`src/rtl/if_fetch_queue_pkg.sv`:
```
// Shared fetch-queue definitions.
// Holds the widths that other blocks in the front end also use: the program
// counter width, the instruction width and the default fetch-queue depth.
// It also holds the classification of an incoming memory response and a
// helper that sizes occupancy counters.
package if_fetch_queue_pkg;

    localparam int PC_WIDTH    = 32;
    localparam int INST_WIDTH  = 32;
    localparam int FETCH_DEPTH = 4;

    // What a response does to the queue in a cycle without flush.
    typedef enum logic [1:0] {
        RSP_NONE   = 2'd0,  // no response this cycle
        RSP_KEEP   = 2'd1,  // matches a live request, goes to the buffer
        RSP_DROP   = 2'd2,  // belongs to a request killed by an earlier flush
        RSP_ORPHAN = 2'd3   // nothing outstanding: protocol error, ignored
    } rsp_kind_e;

    // Number of bits needed to hold a count from 0 to depth inclusive.
    function automatic int count_width(input int depth);
        return $clog2(depth + 1);
    endfunction

endpackage

```
`src/rtl/if_fetch_queue_sync_fifo.sv`:
```
// sync_fifo: single-clock circular FIFO with a synchronous clear.
// Ports:
//   clk, rst         clock, synchronous active-high reset
//   clear_i          empties the FIFO (wins over push and pop)
//   push_i/push_data_i  write one entry at the tail
//   pop_i            drop the head entry
//   head_data_o      head entry (valid while count_o != 0)
//   count_o          number of entries held, 0..DEPTH
// DEPTH must be a power of two so the pointers wrap by natural overflow.
// A push into a full FIFO is only taken when a pop happens in the same cycle;
// a pop from an empty FIFO is ignored.
module sync_fifo #(
    parameter int WIDTH = 8,
    parameter int DEPTH = 4
) (
    input  logic                         clk,
    input  logic                         rst,
    input  logic                         clear_i,
    input  logic                         push_i,
    input  logic [WIDTH-1:0]             push_data_i,
    input  logic                         pop_i,
    output logic [WIDTH-1:0]             head_data_o,
    output logic [$clog2(DEPTH+1)-1:0]   count_o
);
    import if_fetch_queue_pkg::*;

    localparam int PTR_W = (DEPTH > 1) ? $clog2(DEPTH) : 1;
    localparam int CNT_W = count_width(DEPTH);

    logic [WIDTH-1:0] mem_q [DEPTH];
    logic [PTR_W-1:0] wr_ptr_q, wr_ptr_d;
    logic [PTR_W-1:0] rd_ptr_q, rd_ptr_d;
    logic [CNT_W-1:0] count_q, count_d;
    logic             full_s;
    logic             empty_s;
    logic             push_ok_s;
    logic             pop_ok_s;

    // Qualify push and pop against the current fill level.
    always_comb begin
        full_s    = (count_q == CNT_W'(DEPTH));
        empty_s   = (count_q == {CNT_W{1'b0}});
        pop_ok_s  = pop_i && !empty_s;
        push_ok_s = push_i && (!full_s || pop_ok_s);
    end

    // Next pointers and count; clear empties the FIFO regardless of traffic.
    always_comb begin
        wr_ptr_d = wr_ptr_q;
        rd_ptr_d = rd_ptr_q;
        count_d  = count_q;
        if (clear_i) begin
            wr_ptr_d = {PTR_W{1'b0}};
            rd_ptr_d = {PTR_W{1'b0}};
            count_d  = {CNT_W{1'b0}};
        end else begin
            if (push_ok_s) begin
                wr_ptr_d = wr_ptr_q + PTR_W'(1'b1);
            end else begin
                wr_ptr_d = wr_ptr_q;
            end
            if (pop_ok_s) begin
                rd_ptr_d = rd_ptr_q + PTR_W'(1'b1);
            end else begin
                rd_ptr_d = rd_ptr_q;
            end
            case ({push_ok_s, pop_ok_s})
                2'b10:   count_d = count_q + CNT_W'(1'b1);
                2'b01:   count_d = count_q - CNT_W'(1'b1);
                default: count_d = count_q;
            endcase
        end
    end

    // Pointer and count registers.
    always_ff @(posedge clk) begin
        if (rst) begin
            wr_ptr_q <= {PTR_W{1'b0}};
            rd_ptr_q <= {PTR_W{1'b0}};
            count_q  <= {CNT_W{1'b0}};
        end else begin
            wr_ptr_q <= wr_ptr_d;
            rd_ptr_q <= rd_ptr_d;
            count_q  <= count_d;
        end
    end

    // Entry storage; contents are don't-care while the slot is empty.
    always_ff @(posedge clk) begin
        if (push_ok_s && !clear_i && !rst) begin
            mem_q[wr_ptr_q] <= push_data_i;
        end
    end

    assign head_data_o = mem_q[rd_ptr_q];
    assign count_o     = count_q;

endmodule

```
`src/rtl/if_fetch_queue.sv`:
```
// if_fetch_queue: instruction fetch front end between the PC generator,
// the instruction memory and decode.
// Ports:
//   clk, rst                      clock, synchronous active-high reset
//   pc_in                         fetch PC from the PC generator
//   flush                         redirect; kills every fetch in flight
//   fetch_stall                   PC generator must hold pc_in this cycle
//   imem_req_valid/ready/addr     request channel to instruction memory
//   imem_rsp_valid/data           in-order response channel, no backpressure
//   id_valid/ready, id_pc/inst    instruction presented to decode
// Requests are only issued while the sum of live requests, requests whose
// responses must be discarded and buffered instructions is below DEPTH, so a
// response always finds room in the buffer. Requests killed by a flush keep
// occupying a slot until their response comes back and is dropped.
module if_fetch_queue #(
    parameter int DEPTH      = if_fetch_queue_pkg::FETCH_DEPTH,
    parameter int INST_WIDTH = if_fetch_queue_pkg::INST_WIDTH
) (
    input  logic                                clk,
    input  logic                                rst,
    input  logic [if_fetch_queue_pkg::PC_WIDTH-1:0] pc_in,
    input  logic                                flush,
    output logic                                fetch_stall,
    output logic                                imem_req_valid,
    input  logic                                imem_req_ready,
    output logic [if_fetch_queue_pkg::PC_WIDTH-1:0] imem_req_addr,
    input  logic                                imem_rsp_valid,
    input  logic [INST_WIDTH-1:0]               imem_rsp_data,
    output logic                                id_valid,
    input  logic                                id_ready,
    output logic [if_fetch_queue_pkg::PC_WIDTH-1:0] id_pc,
    output logic [INST_WIDTH-1:0]               id_inst
);
    import if_fetch_queue_pkg::*;

    localparam int CNT_W = count_width(DEPTH);
    localparam int SUM_W = CNT_W + 2;
    localparam int BUF_W = PC_WIDTH + INST_WIDTH;

    // Tag queue occupancy is exactly the number of live requests.
    logic [CNT_W-1:0]    live_s;
    logic [CNT_W-1:0]    occ_s;
    logic [CNT_W-1:0]    drop_q, drop_d;
    logic [CNT_W:0]      flush_total_s;
    logic [SUM_W-1:0]    inflight_sum_s;
    logic [PC_WIDTH-1:0] tag_head_s;
    logic [BUF_W-1:0]    buf_head_s;
    logic [BUF_W-1:0]    buf_push_data_s;
    rsp_kind_e           rsp_kind_s;
    logic                req_valid_s;
    logic                req_fire_s;
    logic                id_valid_s;
    logic                fifo_clear_s;
    logic                tag_push_s;
    logic                tag_pop_s;
    logic                buf_push_s;
    logic                buf_pop_s;

    // Request gating: all slots, including those of dropped requests, count.
    always_comb begin
        inflight_sum_s = SUM_W'(live_s) + SUM_W'(drop_q) + SUM_W'(occ_s);
        req_valid_s    = !rst && !flush && (inflight_sum_s < SUM_W'(DEPTH));
        req_fire_s     = req_valid_s && imem_req_ready;
        id_valid_s     = (occ_s != {CNT_W{1'b0}});
    end

    // Classify the response; killed requests are always answered first.
    always_comb begin
        rsp_kind_s = RSP_NONE;
        if (!imem_rsp_valid) begin
            rsp_kind_s = RSP_NONE;
        end else if (drop_q != {CNT_W{1'b0}}) begin
            rsp_kind_s = RSP_DROP;
        end else if (live_s != {CNT_W{1'b0}}) begin
            rsp_kind_s = RSP_KEEP;
        end else begin
            rsp_kind_s = RSP_ORPHAN;
        end
    end

    // Queue control and drop-count update; flush wins over every other event.
    always_comb begin
        fifo_clear_s  = 1'b0;
        tag_push_s    = 1'b0;
        tag_pop_s     = 1'b0;
        buf_push_s    = 1'b0;
        buf_pop_s     = 1'b0;
        drop_d        = drop_q;
        flush_total_s = {1'b0, live_s} + {1'b0, drop_q};
        if (flush) begin
            fifo_clear_s = 1'b1;
            // A response arriving with the flush retires one killed request.
            if (imem_rsp_valid && (flush_total_s != {(CNT_W+1){1'b0}})) begin
                drop_d = CNT_W'(flush_total_s - {{CNT_W{1'b0}}, 1'b1});
            end else begin
                drop_d = CNT_W'(flush_total_s);
            end
        end else begin
            tag_push_s = req_fire_s;
            buf_pop_s  = id_valid_s && id_ready;
            case (rsp_kind_s)
                RSP_DROP: drop_d = drop_q - CNT_W'(1'b1);
                RSP_KEEP: begin
                    tag_pop_s  = 1'b1;
                    buf_push_s = 1'b1;
                end
                default:  drop_d = drop_q;
            endcase
        end
    end

    // Count of responses still to be discarded.
    always_ff @(posedge clk) begin
        if (rst) begin
            drop_q <= {CNT_W{1'b0}};
        end else begin
            drop_q <= drop_d;
        end
    end

    assign buf_push_data_s = {tag_head_s, imem_rsp_data};

    sync_fifo #(
        .WIDTH (PC_WIDTH),
        .DEPTH (DEPTH)
    ) u_tag_queue (
        .clk         (clk),
        .rst         (rst),
        .clear_i     (fifo_clear_s),
        .push_i      (tag_push_s),
        .push_data_i (pc_in),
        .pop_i       (tag_pop_s),
        .head_data_o (tag_head_s),
        .count_o     (live_s)
    );

    sync_fifo #(
        .WIDTH (BUF_W),
        .DEPTH (DEPTH)
    ) u_inst_buf (
        .clk         (clk),
        .rst         (rst),
        .clear_i     (fifo_clear_s),
        .push_i      (buf_push_s),
        .push_data_i (buf_push_data_s),
        .pop_i       (buf_pop_s),
        .head_data_o (buf_head_s),
        .count_o     (occ_s)
    );

    // Decode sees only registered buffer state; the head is masked to zero
    // when empty so stale storage never leaks out.
    always_comb begin
        if (id_valid_s) begin
            id_pc   = buf_head_s[BUF_W-1:INST_WIDTH];
            id_inst = buf_head_s[INST_WIDTH-1:0];
        end else begin
            id_pc   = {PC_WIDTH{1'b0}};
            id_inst = {INST_WIDTH{1'b0}};
        end
    end

    assign id_valid       = id_valid_s;
    assign imem_req_valid = req_valid_s;
    assign imem_req_addr  = pc_in;
    assign fetch_stall    = !req_fire_s;

endmodule
```
`config.mk`:
```
export PLATFORM = sky130hd
export DESIGN_NAME = if_fetch_queue
export DESIGN_NICKNAME = d
export VERILOG_FILES = /design/src/rtl/if_fetch_queue_pkg.sv /design/src/rtl/if_fetch_queue_sync_fifo.sv /design/src/rtl/if_fetch_queue.sv
export SDC_FILE = /design/constraint.sdc
export NUM_CORES = 1
export LEC_CHECK = 0
export BUFFER_PORTS_ARGS = -buffer_cell sky130_fd_sc_hd__buf_2
export CORE_MARGIN = 4
export CORE_UTILIZATION = 35
export DETAILED_ROUTE_END_ITERATION = 16
export PLACE_DENSITY = 0.58
export SLEW_MARGIN = 40
export SYNTH_ARGS = -nofsm -noshare
export SYNTH_HDL_FRONTEND = slang
export SYNTH_SLANG_ARGS = --single-unit
```
`constraint.sdc`:
```
create_clock -name clk -period 4.8 [get_ports clk]
set_input_delay 0.24 -clock clk [delete_from_list [all_inputs] [get_ports clk]]
set_output_delay 0.24 -clock clk [all_outputs]
set_load 0.05 [all_outputs]
```
* Yosys cells after proc, flatten, opt, wreduce, memory -nomap -nowiden
Memories as Yosys holds them, arrays and structs flattened. A register that Yosys moved wholly into a read port is not among the register bits.
Index checks and enable logic that the tools add are counted.
** Word-level totals
- Bits in registers :: 17
- Bits in writable memories :: 384
- Output and inout bits :: 99
- Memories kept :: 2
** Cells by class
- Add/sub/neg operators :: 13
- $lt $le $gt $ge :: 1
- Equality and inequality tests :: 8
- Mux-type cells :: 23
- Reduce and logical (&&, ||, !) cells :: 33
** Memories
- u_inst_buf.mem_q :: words 4, bits a word 64, read ports 1, clocked after Yosys merged registers in 1, write ports 1, line if_fetch_queue_sync_fifo.sv:30 : logic [WIDTH-1:0] mem_q [DEPTH];
- u_tag_queue.mem_q :: words 4, bits a word 32, read ports 1, clocked after Yosys merged registers in 1, write ports 1, line if_fetch_queue_sync_fifo.sv:30
** Operators with widths (number)
- $mux 32 :: 2
- $mux 2 :: 7
- $logic_and 1x1->1 :: 13
- $pmux 3 s2 :: 2
- $sub 3x1->3 const B :: 4
- $mux 1 :: 9
- $mux 3 :: 3
- $reduce_bool 3->1 :: 3
- $add 2x1->2 const B :: 4
- $add 3x3->4 :: 2
- $logic_not 1->1 :: 8
- $add 3x1->3 const B :: 2
- $eq 2x1->1 const B :: 3
- $eq 2x2->1 const B :: 3
- $eq 3x3->1 const B :: 2
- $logic_not 3->1 :: 2
- $reduce_bool 2->1 :: 3
- $add 4x3->5 :: 1
- $lt 5x3->1 const B :: 1
- $reduce_bool 4->1 :: 1
- $logic_or 1x1->1 :: 2
- $reduce_or 2->1 :: 1

* Depth between registers and ports, before layout
Gate-level depths: netlist of the first run.
- Depth in word-level cells :: 14
- Gate-level depth with buffers :: 14

* Cells and area by module
A second synthesis of the first run with hierarchy kept.
** Second synthesis, totals
- Cells, all modules :: 787
- Area total of the unflattened synthesis :: 16128.0 µm²
** Modules (own cells, without submodules)
- sync_fifo (u_inst_buf) :: times used 1, cells an instance 390, area each 9753.1 µm²
- sync_fifo (u_tag_queue) :: times used 1, cells an instance 223, area each 5142.4 µm²
- if_fetch_queue :: times used 1, cells an instance 174, area each 1232.4 µm²

* Worst setup path before layout of the first run
Ideal clock, no wire load.
- Kind :: register to output
- Start :: register u_tag_queue.count_q[2], in the netlist u_tag_queue.count_o[2]
- End :: output fetch_stall
- Data arrival time :: 3545 ps
- Data required time :: 4560 ps
- Slack :: 1015 ps
- Stages on the path, launching flop included :: 9
- Cells stage by stage :: dfxtp_1 > inv_1 > fa_1 > inv_1 > fa_1 > nor2b_1 > o22ai_1 > nor3_1 > nand2_1
** Between the ends
- Cells in the longest elaborated chain, start to end :: 6
** Ends and longest elaborated chain
- start: declaration :: line if_fetch_queue_sync_fifo.sv:33 : logic [CNT_W-1:0] count_q, count_d;
- start signal: assignment :: line if_fetch_queue_sync_fifo.sv:80 : count_q <= {CNT_W{1'b0}};
- start signal: assignment :: line if_fetch_queue_sync_fifo.sv:84 : count_q <= count_d;
- $add 3x3->4 :: line if_fetch_queue.sv:61 : inflight_sum_s = SUM_W'(live_s) + SUM_W'(drop_q) + SUM_W'(occ_s);
- $add 4x3->5 :: line if_fetch_queue.sv:61
- $lt 5x3->1 :: line if_fetch_queue.sv:62 : req_valid_s = !rst && !flush && (inflight_sum_s < SUM_W'(DEPTH));
- $logic_and 1x1->1 :: line if_fetch_queue.sv:62
- via imem_req_valid :: line if_fetch_queue.sv:24 : output logic imem_req_valid,
- $logic_and 1x1->1 :: line if_fetch_queue.sv:63 : req_fire_s = req_valid_s && imem_req_ready;
- $logic_not 1->1 :: line if_fetch_queue.sv:166 : assign fetch_stall = !req_fire_s;
- end: declaration :: line if_fetch_queue.sv:23 : output logic fetch_stall,
The timed path passes the listed nets, and every way through them passes these cells.

* Worst setup path in the final report of the first run
- Start :: register u_tag_queue.count_q[2], in the netlist u_tag_queue.count_o[2]
- End :: register u_tag_queue.count_q[2], in the netlist u_tag_queue.count_o[2]
** Between the ends
- Cells in the longest elaborated chain, start to end :: 12
** Ends and longest elaborated chain
- parallel branches: the longest is 12 deep, another holds $add 4x3->5
Parallel ways; which one is timed is not known.
A chain may end at the register's enable or synchronous reset.

==> flow_summary.yaml, run 1 <==
outcome:
  run_status: "complete, no violations"
floorplanning:
  die_width_um: 221.7
  die-area_um2: 49130
  num_rows: 78
  ioPinCount: 169
  core_um2: 45280
  start_util: 0.3528
  die_height_um: 221.7
sta:
  tns_ns: 0
  setup_violations: 0
  fin_crit_ns: 3.651
  relSlewSlack: 0.4766
  skew_ns: 0.01421
  hold_violations: 0
  max_slew.worst_pin.slew_ns: 0.7851
  slew_violations: 0
  period_share: 0.7606
  rsz0062_at_grt: "false"
  fmax_mhz: 273.9
cts:
  worstSkewPairLatency_ns: 0.54
  tritoncts: "yes"
  htree_levels: 2
  cts.clk_slew.worst_paths_ns: 0.06
  cts_root_buf: "clkbuf_16"
  cts_sinks: 405
  cts_max_path_buffers: 3
  cts_buffers: 42
  post_cts_buffers: 0
grt:
  grt_overflow_total: 0
  grt_max_degree: 67
  grt_pass1_vias: 8406
  grtUsageTotal: 0.1338
  grt_pass1_wl_mm: 51.04
  antenna_found_initial: 0
yosys:
  syn_area_um2: 15980
  ys_types: 46
  syn_avg_cell_area_um2: 20.64
  synth-edff-count: 384
  synth-async-reset-ratio: 0
  synthCells: 774
  synth.net_count: 867
  yosys_register_bits: 405
  ys_warn_count: 0
  yosysSeqAreaShare: 0.7481
  synthFlopType: "edfxtp_1"
routing:
  drt_iter0_drc: 445
  num_vias: 7786
  drt_first_pass_iters: 4
  drtAntennaViolNets: 0
  drc: 0
  post_drt_wl_per_cell_um: 20.21
  drt-vias-per-instance: 4.768
  routed_wl_mm: 33.00
run:
  max_cap_violations: 0
placement:
  port_buffers: 168
  place_congestion: 0.7539
  dp_cells: 1492
  place_hpwl_mm: 19.58
critical_path:
  path_cells: "inv_1 -> fa_1 -> inv_1 -> ha_1 -> or3b_2 -> o22ai_1 -> nor2_1 -> inv_1 -> ha_1 -> inv_1 -> fa_1 -> xor2_1 -> or3_1 -> a21oi_1"
  critPathBufInv: 4
  cp_slowest_cell: "fa_1"
  worstPathRequired_ns: 5.27
  crit_top_cell: "inv_1"
  cpPeakStageDelay_ns: 0.54
  critPathLaunchType: "flip-flop"
  end_kind: "flip-flop"
  crit_family: "adder cells"
  criticalPathCategory: "reg2reg"
  cp_max_fo: 7
  cp_data_arrival_time_ns: 4.12
power_and_ir_drop:
  vdd_drop_max_uv: 286.3
  leakage_nw: 6.436
  power_density_nw_per_um2: 367.6
cells_and_area:
  final_nets: 1095
  syn_to_final_growth_pct: 20.69
  antenna_cells: 0
  drive_above_1_share: 0.3388
  fin_cells: 1633
min_path:
  hp-class: "in2reg"
==> placed cells by master (no fill, tap or decap), types with 16 or more instances in the layout <==
cell	count
mux4_2	96
nor2_1	17
clkbuf_16	42
buf_2	168
dfxtp_1	17
inv_1	24
ha_1	17
edfxtp_1	384
dlygate4sd3_1	65
clkbuf_1	16
and2_1	66
==> final timing paths <==
kind / startpoint / endpoint / slack, ns / depth (start not counted)
hold / removal: flush / drop_q[1]$_SDFFE_PP0P_ / 0.05 / 2
setup reg to reg: u_tag_queue.count_o[2]$_SDFFE_PP0P_ / u_tag_queue.count_o[2]$_SDFFE_PP0P_ / 1.15 / 14
setup / recovery: u_tag_queue.count_o[2]$_SDFFE_PP0P_ / u_tag_queue.count_o[2]$_SDFFE_PP0P_ / 1.15 / 14
hold reg to reg: u_inst_buf.wr_ptr_q[1]$_SDFFE_PP0P_ / u_inst_buf.wr_ptr_q[1]$_SDFFE_PP0P_ / 0.50 / 2
==> cells by family (layout without fill, tap and decap cells) <==
kind of cell,count (synthesis),after routing,synth area share
compound gates,26,26,0.01339
xor+xnor,11,11,0.006030
fa+ha+maj,23,23,0.02083
buf+inv,87,346,0.02937
flops,405,405,0.7481
mux,98,98,0.1367
simple gates,124,124,0.04566
==> power by group <==
part | total [W] | internal (W) | switching, W
sequential | 0.00387 | 0.00387 | 0.00000592
clock | 0.00294 | 0.00167 | 0.00127
combinational | 0.000271 | 0.000105 | 0.000166
total | 0.00709 | 0.00565 | 0.00144
==> area by class of cell <==
class                   count  area [µm²]
fillers                  4000       26000
flip-flops and latches    405       11970
multi-input cells         282        3587
repair buffers            247        1654
clock buffers              58        1111
well taps                 600       750.7
clock inverters            17       122.6
inverters                  24       90.09
==> synth_stat cells (2+ instances only) <==
| cell | n | area, µm² |
|---|---|---|
| mux4_2 | 96 | 2162 |
| nor3_1 | 2 | 10.01 |
| xor2_1 | 6 | 52.55 |
| and3_1 | 4 | 25.02 |
| edfxtp_1 | 384 | 11530 |
| nand2_1 | 9 | 33.78 |
| inv_1 | 24 | 90.09 |
| clkbuf_1 | 13 | 48.80 |
| xnor2_1 | 5 | 43.79 |
| o22ai_1 | 2 | 12.51 |
| nor2_1 | 17 | 63.81 |
| or3b_2 | 2 | 17.52 |
| dfxtp_1 | 21 | 420.4 |
| nand2b_1 | 3 | 18.77 |
| a21oi_1 | 9 | 45.04 |
| buf_2 | 12 | 60.06 |
| a211oi_1 | 2 | 15.01 |
| or3_1 | 4 | 25.02 |
| ha_1 | 17 | 212.7 |
| nand3_1 | 5 | 25.02 |
| nor2b_1 | 2 | 12.51 |
| fa_1 | 6 | 120.1 |
| and2_1 | 70 | 437.9 |
| buf_1 | 5 | 18.77 |
| o21ai_0 | 2 | 10.01 |
| buf_4 | 32 | 240.2 |
==> state kept, by name, indices dropped and copies added (netlist names), named ones only <==
register	count
u_inst_buf.mem_q	256
u_tag_queue.mem_q	128
drop_q	3
u_inst_buf.count_o	3
u_tag_queue.count_o	3
u_inst_buf.rd_ptr_q	2
u_inst_buf.wr_ptr_q	2
u_tag_queue.rd_ptr_q	2
u_tag_queue.wr_ptr_q	2
==> layer usage <==
metal  track usage  vias up  part of all wire
met1        0.1760     4038              0.43
li1              -     3504                 -
met2        0.2294      189              0.50
met3       0.02701       55             0.045
met5             0        -                 0
met4       0.03481        0             0.020
==> stage by stage <==
step           power (W)  utilization  hold WS [ns]  area, µm²  worst slack (ns)
6_report        0.007089       0.4258       0.05036      19280             1.149
5_1_grt         0.007367       0.4258       0.06410      19280            0.8604
4_1_cts         0.007185       0.4252       0.02314      19250             1.129
3_5_place_dp    0.004179       0.3836        0.4617      17370             1.154
3_3_place_gp    0.004176       0.3823        0.4599      17310             1.176
2_1_floorplan   0.004104            -        0.3046      15980             1.015
==> timing repair <==
item | in CTS | in global routing
hold endpoints to repair | 259 | 0
hold buffers | 65 | 0
resized for setup | 0 | 0
No activity file was read; power rests on OpenSTA's default activity.
==> run 2, diff against run 1 <==
- ABC_AREA: unset -> 1
- clock period: 4.8 -> 3.45 ns (I/O delays scaled with it)
==> run 2 against run 1 <==
Effect of this change: die area rose by 1.6%; worst hold slack improved by 0.017 ns; clock power rose by 44%; design area rose by 1.4%; via count rose by 31%; clock-buffer cell count fell by 6; register-to-register slack got worse by 0.86 ns; critical endpoint is now imem_req_valid.
==> flow_summary.yaml, run 2 <==
outcome:
  run_status: "complete, no violations"
routing:
  drc: 0
  num_vias: 10200
  routed_wl_mm: 36.63
  drt-vias-per-instance: 4.825
  drt_first_pass_iters: 4
  drtAntennaViolNets: 0
  drt_iter0_drc: 607
  post_drt_wl_per_cell_um: 17.34
critical_path:
  critPathLaunchType: "flip-flop"
  rr_worst_depth: 12
  end_kind: "output port"
  cp_data_arrival_time_ns: 3.02
  criticalPathCategory: "reg2out"
  cp_max_fo: 5
  worstPathRequired_ns: 3.28
floorplanning:
  die_height_um: 223.4
  ioPinCount: 169
  start_util: 0.3563
  num_rows: 78
  die_width_um: 223.4
  die-area_um2: 49910
  core_um2: 45580
grt:
  grtUsageTotal: 0.1438
  grt_pass1_wl_mm: 56.56
  antenna_found_initial: 1
  grt_overflow_total: 0
  grt_max_degree: 129
  grt_pass1_vias: 10080
yosys:
  yosysSeqAreaShare: 0.7360
  synthTopCellsByArea: "edfxtp_1, nor2_1, o21ai_0"
  yosysTopAreaCell: "edfxtp_1"
  synthCells: 1289
  ys_warn_count: 0
  synthFlopType: "edfxtp_1"
  ys_types: 30
  syn_avg_cell_area_um2: 12.60
  yosys-top-cells-count: "edfxtp_1, nor2_1, o21ai_0"
  synth-async-reset-ratio: 0
  syn_area_um2: 16240
  yosys_register_bits: 405
  synth_most_common_cell: "edfxtp_1"
  yosysTopAreaCellShare: 0.7101
  synth-edff-count: 384
  synth.net_count: 1382
placement:
  port_buffers: 168
  place_hpwl_mm: 19.96
  place_congestion: 0.8108
  place_ws_ns: 0.2929
cells_and_area:
  mostFrequentLayoutCells: "edfxtp_1, nor2_1, o21ai_0"
  antenna_cells: 0
  final_core_util: 0.4291
  final_common_cell: "edfxtp_1"
  top_regs: "u_inst_buf.mem_q x256, u_tag_queue.mem_q x128"
  final_nets: 1580
  drive_above_1_share: 0.1758
  regMostFlops: "u_inst_buf.mem_q"
  syn_to_final_growth_pct: 20.45
  largest_register_ff_count: 256
sta:
  setup_violations: 0
  period_share: 0.9241
  relSlewSlack: 0.5722
  max_slew.worst_pin.slew_ns: 0.6417
  hold_violations: 0
  rsz0062_at_grt: "false"
  fin_hold_ws_ns: 0.06717
  skew_ns: 0.01388
  slew_violations: 0
  setup_slack_ns: 0.2620
  fmax_mhz: 313.7
  fin_crit_ns: 3.188
cts:
  cts_root_buf: "clkbuf_16"
  cts_sinks: 405
  cts.clk_slew.worst_paths_ns: 0.06
  tritoncts: "yes"
  cts_buffers: 43
  htree_levels: 2
  post_cts_buffers: 0
  cts_max_path_buffers: 3
  worstSkewPairLatency_ns: 0.55
run:
  max_cap_violations: 0
power_and_ir_drop:
  leakage_nw: 6.961
  vdd_drop_max_uv: 316.2
  power_density_nw_per_um2: 512.4
min_path:
  hp-class: "in2reg"
  min_path_cells: 5
[run 2: changes by cell type after synthesis, moves of 5 or more]
cell,previous run,this run
clkbuf_1,13,30
a21oi_1,9,84
nand2_1,9,29
nor2_1,17,340
o21ai_0,2,203
inv_1,24,42
and2_1,70,0
xnor2_1,5,0
o21ai_1,1,6
buf_4,32,42
buf_2,12,19
o22ai_1,2,32
mux4_2,96,0
[run 2: repair_timing]
| item | CTS | global route |
|---|---|---|
| endpoints found under the hold margin | 260 | 0 |
| hold buffers | 67 | 0 |
| gates resized for setup | 0 | 0 |
[run 2: path summary, 6_finish.rpt]
kind,startpoint,end,slack [ns]
worst max register to register,u_tag_queue.count_o[1]$_SDFFE_PP0P_,u_tag_queue.count_o[1]$_SDFFE_PP0P_,0.29
worst min register to register,u_inst_buf.rd_ptr_q[1]$_SDFFE_PP0P_,flip-flop,0.47
worst max-delay path,u_tag_queue.count_o[1]$_SDFFE_PP0P_,imem_req_valid,0.26
worst min-delay path,imem_rsp_valid,drop_q[2]$_SDFFE_PP0P_,0.07
[run 2: layout make-up]
type	instances	area [µm²]
clock buffers	52	1110
clock inverters	19	166.4
fillers	4135	26020
inverters	46	178.9
multi-input cells	738	3616
flip-flops and latches	405	11960
well taps	600	750.7
repair buffers	253	1779
[run 2: cells by family after synthesis]
logic type                 count (synthesis)  share of synthesized area
adders and majority gates                 23                    0.02050
and+or+nand+nor                          387                    0.09431
buffers and inverters                    146                    0.04500
AOI/OAI and AO/OA                        326                     0.1031
xor gates and xnor gates                   2                   0.001079
DFF                                      405                     0.7360
[run 2: critical path: stages (launching register included)]
cell,delay [ns]
dfxtp_1,0.40
inv_1,0.14
fa_1,0.53
a21oi_1,0.18
fa_1,0.49
nor3b_4,0.26
and2_2,0.20
buf_2,0.26
[run 2: stage by stage]
stage               total power, W  TNS (ns)  std cells  cell area (µm²)
detailed placement        0.005833         0       1975            17610
finish                     0.01002         0       2113            19560
CTS                        0.01016         0       2113            19560
global route               0.01041         0       2113            19560
floorplan                 0.005717   -204.47       1289            16250
global placement          0.005825         0       1975            17600
[run 2: power breakdown]
part / total (W) / internal (W) / switching (W)
Combinational: 0.000390 / 0.000143 / 0.000247
Clock: 0.00423 / 0.00244 / 0.00180
Sequential: 0.00540 / 0.00539 / 0.00000911
[run 2: routing by layer]
metal | vias up | wire [µm] | GRT usage
li1 | 4942 | - | -
met1 | 4916 | 16140 | 0.1919
met2 | 281 | 17720 | 0.2397
met3 | 57 | 1745 | 0.02145
met4 | 0 | 1036 | 0.05269
met5 | - | 0 | 0
